`config.mk`:
```
export PLATFORM = sky130hd
export DESIGN_NAME = load_store_unit
export DESIGN_NICKNAME = d
export VERILOG_FILES = /design/src/rtl/load_store_unit.sv
export SDC_FILE = /design/constraint.sdc
export NUM_CORES = 1
export LEC_CHECK = 0
export CORE_ASPECT_RATIO = 0.6
export CORE_UTILIZATION = 40
export DETAILED_ROUTE_END_ITERATION = 16
export PLACE_DENSITY = 0.73
export SLEW_MARGIN = 20
export SYNTH_ARGS = -nofsm -noshare
export SYNTH_HDL_FRONTEND = slang
export SYNTH_SLANG_ARGS = --single-unit
```
`constraint.sdc`:
```
create_clock -name i_clk -period 7.43 [get_ports i_clk]
set_input_delay 1.486 -clock i_clk [delete_from_list [all_inputs] [get_ports i_clk]]
set_output_delay 1.486 -clock i_clk [all_outputs]
set_load 0.02 [all_outputs]
```
`src/rtl/load_store_unit.sv`:
```
// Load/store unit: execute-stage requests to a word-aligned data bus with strobes, lane extraction and error reporting.
// Latency: store 2 cycles accept->rsp, load 3 cycles (zero-wait bus); errors respond in 1 cycle; bus stalls add cycles up to TIMEOUT.
// Backpressure: o_req_ready only in IDLE; bus request held stable until i_dm_ready or timeout.
module load_store_unit #(
    parameter int XLEN    = 32,
    parameter int TIMEOUT = 16
) (
    input  logic              i_clk,
    input  logic              i_rst,
    input  logic              i_req_valid,
    output logic              o_req_ready,
    input  logic              i_req_we,
    input  logic [2:0]        i_req_op,
    input  logic [XLEN-1:0]   i_req_addr,
    input  logic [XLEN-1:0]   i_req_wdata,
    output logic              o_dm_valid,
    input  logic              i_dm_ready,
    output logic [XLEN-1:0]   o_dm_addr,
    output logic              o_dm_we,
    output logic [XLEN/8-1:0] o_dm_wstrb,
    output logic [XLEN-1:0]   o_dm_wdata,
    input  logic              i_dm_rvalid,
    input  logic [XLEN-1:0]   i_dm_rdata,
    output logic              o_rsp_valid,
    output logic [XLEN-1:0]   o_rsp_rdata,
    output logic [1:0]        o_rsp_err
);
    localparam int NB   = XLEN / 8;
    localparam int OFFW = $clog2(NB);
    localparam int CW   = (TIMEOUT > 1) ? $clog2(TIMEOUT) : 1;
    localparam logic [CW-1:0] TO_LAST = (TIMEOUT > 0) ? CW'(TIMEOUT - 1) : '0;

    localparam logic [1:0] S_IDLE = 2'd0;
    localparam logic [1:0] S_REQ  = 2'd1;
    localparam logic [1:0] S_WAIT = 2'd2;
    localparam logic [1:0] S_RSP  = 2'd3;

    localparam logic [1:0] ERR_OK  = 2'b00;
    localparam logic [1:0] ERR_MIS = 2'b01;
    localparam logic [1:0] ERR_ILL = 2'b10;
    localparam logic [1:0] ERR_TO  = 2'b11;

    logic [1:0]      state;
    logic [CW-1:0]   cnt;
    logic [2:0]      r_op;
    logic [OFFW-1:0] r_off;

    logic [OFFW-1:0] req_off;
    logic [NB-1:0]   sz_strb;
    logic [XLEN-1:0] sz_mask;
    logic [NB-1:0]   n_wstrb;
    logic [XLEN-1:0] n_wdata;
    logic            illegal;
    logic            misal;
    logic            to_hit;
    logic [XLEN-1:0] ld_sh;
    logic [XLEN-1:0] ld_ext;

    assign req_off     = i_req_addr[OFFW-1:0];
    assign o_req_ready = (state == S_IDLE);
    assign o_dm_valid  = (state == S_REQ);
    assign o_rsp_valid = (state == S_RSP);
    assign to_hit      = (TIMEOUT > 0) && (cnt == TO_LAST);

    // Decode the incoming request: legality, alignment, strobes and shifted store data.
    always_comb begin
        illegal = (i_req_op == 3'b111) || (i_req_we && i_req_op[2]) ||
                  ((XLEN == 32) && ((i_req_op == 3'b011) || (i_req_op == 3'b110)));
        case (i_req_op[1:0])
            2'd1:    misal = i_req_addr[0];
            2'd2:    misal = |i_req_addr[1:0];
            2'd3:    misal = |i_req_addr[2:0];
            default: misal = 1'b0;
        endcase
        case (i_req_op[1:0])
            2'd0:    sz_strb = NB'(1);
            2'd1:    sz_strb = NB'(3);
            2'd2:    sz_strb = NB'(15);
            default: sz_strb = '1;
        endcase
        sz_mask = '0;
        for (int i = 0; i < NB; i++) begin
            sz_mask[8*i +: 8] = {8{sz_strb[i]}};
        end
        n_wstrb = sz_strb << req_off;
        n_wdata = (i_req_wdata & sz_mask) << {req_off, 3'b000};
    end

    // Move the addressed lanes of the bus word down to bit 0 and extend to XLEN.
    always_comb begin
        ld_sh = i_dm_rdata >> {r_off, 3'b000};
        case (r_op)
            3'b000:  ld_ext = XLEN'($signed(ld_sh[7:0]));
            3'b001:  ld_ext = XLEN'($signed(ld_sh[15:0]));
            3'b010:  ld_ext = XLEN'($signed(ld_sh[31:0]));
            3'b100:  ld_ext = XLEN'(ld_sh[7:0]);
            3'b101:  ld_ext = XLEN'(ld_sh[15:0]);
            3'b110:  ld_ext = XLEN'(ld_sh[31:0]);
            default: ld_ext = ld_sh;
        endcase
    end

    // Access sequencer: accept, drive the bus, wait for data or timeout, respond for one cycle.
    always_ff @(posedge i_clk or posedge i_rst) begin
        if (i_rst) begin
            state       <= S_IDLE;
            cnt         <= '0;
            r_op        <= '0;
            r_off       <= '0;
            o_dm_addr   <= '0;
            o_dm_we     <= 1'b0;
            o_dm_wstrb  <= '0;
            o_dm_wdata  <= '0;
            o_rsp_rdata <= '0;
            o_rsp_err   <= ERR_OK;
        end else begin
            case (state)
                S_IDLE: begin
                    if (i_req_valid) begin
                        cnt         <= '0;
                        r_op        <= i_req_op;
                        r_off       <= req_off;
                        o_rsp_rdata <= '0;
                        if (illegal) begin
                            o_rsp_err <= ERR_ILL;
                            state     <= S_RSP;
                        end else if (misal) begin
                            o_rsp_err <= ERR_MIS;
                            state     <= S_RSP;
                        end else begin
                            o_rsp_err  <= ERR_OK;
                            o_dm_addr  <= {i_req_addr[XLEN-1:OFFW], OFFW'(0)};
                            o_dm_we    <= i_req_we;
                            o_dm_wstrb <= n_wstrb;
                            o_dm_wdata <= n_wdata;
                            state      <= S_REQ;
                        end
                    end
                end
                S_REQ: begin
                    if (i_dm_ready) begin
                        state <= o_dm_we ? S_RSP : S_WAIT;
                        cnt   <= cnt + 1'b1;
                    end else if (to_hit) begin
                        o_rsp_err <= ERR_TO;
                        state     <= S_RSP;
                    end else begin
                        cnt <= cnt + 1'b1;
                    end
                end
                S_WAIT: begin
                    if (i_dm_rvalid) begin
                        o_rsp_rdata <= ld_ext;
                        state       <= S_RSP;
                    end else if (to_hit) begin
                        o_rsp_err <= ERR_TO;
                        state     <= S_RSP;
                    end else begin
                        cnt <= cnt + 1'b1;
                    end
                end
                default: begin
                    state <= S_IDLE;
                end
            endcase
        end
    end
endmodule

```
==> results.json <==
{
  "cts_made_buffers": 9,
  "startpoint_type": "primary input",
  "start_util_pct": 41.5,
  "cts_htree_levels": 3,
  "cts.repair_timing.setup_buffer_count": 0,
  "postRouteAntennaNets": 0,
  "dpl.cell_count": 909,
  "post-place-ws_ns": 2.78,
  "ctsResizeCount": 0,
  "syn_inst": 547,
  "dpl.hpwl_um": 13100,
  "seq_area_um2": 2800,
  "timing.rr.end": "o_dm_wstrb[0]",
  "cts-hold-fix-buffers": 0,
  "critPathKind": "in -> reg",
  "reg2reg_slack_ns": 4.61,
  "avgViaCountPerCell": 5.43,
  "die_height_um": 95.0,
  "timing.final.crit_share_pct": 58.0,
  "globalRoute.totalOverflow": 0,
  "outcome": "completed",
  "final.fill_count": 1177,
  "floorplan.die_area_um2": 14900,
  "drt-total-wl_um": 17400,
  "crit_path_top_delay_cell": "o21bai_4",
  "most_frequent_cells_in_the_layout": "clkdlybuf4s50_1, dfrtp_1, o21ai_0",
  "cts_tree": "built",
  "critical_path_buf_inv_count": 2,
  "finClkSkew_ns": 0.00566,
  "critical_path_required_time_ns": 7.66,
  "yosysSeqAreaShare_pct": 48.6,
  "synth-main-ff-cell": "dfrtp_1",
  "number_of_drc_violations_after_detailed_routing": 0,
  "finalWorstSetupSlack_ns": 3.12,
  "hold-path-endpoint": "o_dm_wstrb[2]",
  "synth_area_per_cell_um2": 10.5,
  "finalHoldViolCount": 0,
  "areaGrowthSynthToFinish_pct": 42.3,
  "grt_pass1_wl_um": 26700,
  "post_synth_instance_area_um2": 5760,
  "max_capacitance_violation_count": 0,
  "drive_above_1_share_pct": 12.0,
  "clock-sinks": 112,
  "post-layout-total-power_w": 0.00331,
  "core-area_um2": 13900,
  "min_from": "o_dm_wstrb[2]",
  "synth_cell_types": 49,
  "first_global_vias": 4838,
  "critical_path_peak_fanout": 56,
  "synthArstFlopShare_pct": 100,
  "grt_usage_pct": 23.6,
  "worst_path_largest_cell_delay_ns": 0.87,
  "num_vias": 5021,
  "ctsRootBufferMaster": "clkbuf_16",
  "worst_hold_path_type": "reg -> reg",
  "clock_path_buffers": 2,
  "rows": 33,
  "grt_start_max_net_pins": 65,
  "power.density_nw_per_um2": 404,
  "globalplace.congestion": 0.926,
  "die-width_um": 157,
  "worstReg2RegStart": "state[1]",
  "final_common_cell": "clkdlybuf4s50_1",
  "final-max-slew-violation-count": 0,
  "clk_latency_ns": 0.35,
  "grt_setup_unrepaired": "false",
  "ir_drop_worst_case_vdd_mv": 0.216,
  "synth-warning-count": 0,
  "hold_path_depth": 1,
  "port-buffer-count": 208,
  "cts.clk_slew.worst_paths_ns": 0.07,
  "tightest_slew_ns": 1.04,
  "final_net_count": 838,
  "detailedRoute.firstPassIterationCount": 5,
  "max_clock_freq_mhz": 232,
  "final_cells": 925,
  "worst_slew_margin_rel_pct": 30.7,
  "finalSetupTns_ns": 0,
  "path_delay_family": "buffers and inverters",
  "io_pins": 211,
  "critPathCaptureType": "flip-flop",
  "multi_input_comb_area_um2": 2700,
  "dr.first_iter.drc_count": 321,
  "cp_data_arrival_time_ns": 4.54,
  "synth_enable_flop_cells": 0,
  "avgRoutedWirePerCell_um": 18.8,
  "worstPathCellList": "clkdlybuf4s50_1 > a221oi_1 > o21bai_4 > buf_4 > mux2_2",
  "power.static_leakage_nw": 3.51,
  "antenna_cells_inserted": 0,
  "timing.final.crit_period_ns": 4.31,
  "grt_antenna_before_repair": 0,
  "finalSetupViolCount": 0,
  "r2r_cells": 6,
  "synth_seq_cells": 112
}
[per-stage QoR]
step / hold WS (ns) / utilization (%) / cell area, um2
floorplan: 0.492 / - / 5770
global placement: 0.462 / 57.0 / 7910
detailed placement: 0.475 / 57.0 / 7910
CTS: 0.491 / 59.1 / 8200
global route: 0.506 / 59.1 / 8200
finish: 0.486 / 59.1 / 8200
[registers in the layout, indices dropped and copies added, names as in the netlist]
name,flops
o_dm_wdata,32
o_rsp_rdata,32
o_dm_addr,30
cnt,4
o_dm_wstrb,4
r_op,3
o_rsp_err,2
r_off,2
state,2
o_dm_we,1
[cell families after synthesis]
kind of cell | after synthesis | synth area share (%)
AO/OA/AOI/OAI | 172 | 19.1
adder cells (fa/ha/maj) | 5 | 1.09
buffers and inverters | 57 | 4.86
flip-flops | 112 | 48.6
multiplexers | 70 | 15.5
other | 1 | 0.0651
AND/OR/NAND/NOR | 130 | 10.7
[metal layers]
metal	up-vias	global-route usage, %	wire length [um]
met1	2501	34.1	8040
met4	0	6.13	208
met3	19	4.22	1160
li1	2324	-	-
met5	-	0	0
met2	177	36.5	8000
[Yosys cell counts, types with 5 or more instances]
| library cell | instances | share of area, % |
|---|---|---|
| dfrtp_1 | 112 | 49 |
| o21ai_0 | 94 | 8.2 |
| nand2_1 | 71 | 4.6 |
| mux2_4 | 30 | 7.8 |
| clkbuf_1 | 24 | 1.6 |
| mux2_2 | 23 | 4.5 |
| a21oi_1 | 19 | 1.7 |
| a221o_1 | 16 | 2.8 |
| mux2i_1 | 16 | 2.8 |
| nor2_1 | 16 | 1.0 |
| inv_1 | 13 | 0.85 |
| nand2b_1 | 13 | 1.4 |
| a32o_1 | 11 | 1.9 |
| buf_2 | 11 | 0.96 |
| a22oi_1 | 10 | 1.3 |
| nand3b_1 | 7 | 0.91 |
| nor2b_1 | 7 | 0.76 |
| buf_6 | 6 | 1.2 |
| ha_1 | 5 | 1.1 |
[cell type report]
cell class / instances / share of cell area, %
Sequential cell: 112 / 34.2
Inverter: 13 / 0.626
Clock buffer: 11 / 2.84
Clock inverter: 5 / 0.702
Multi-Input combinational cell: 379 / 32.9
Timing Repair Buffer: 213 / 25.8
Tap cell: 192 / 2.93
[power by group]
part           internal (W)  leakage [nW]  switching (W)
combinational      0.000865          1.94       0.000881
clock              0.000261         0.132       0.000221
sequential         0.000881          1.43       0.000200
[worst max-delay path by stage]
| stage | from | endpoint | slack (ns) | cells past startpoint |
|---|---|---|---|---|
| detailed placement | i_req_op[0] | o_dm_wstrb[0] | 2.78 | 5 |
| CTS | i_req_op[0] | o_dm_wstrb[0] | 3.14 | 5 |
| finish | i_req_op[0] | o_dm_wstrb[0] | 3.12 | 5 |
| global route | i_req_op[0] | o_dm_addr[31] | 2.91 | 5 |
| floorplan | i_rst | cnt[0] | 2.98 | 1 |
| global placement | i_req_op[1] | o_dm_wstrb[0] | 2.93 | 5 |
No activity file was read; power rests on OpenSTA's default activity.
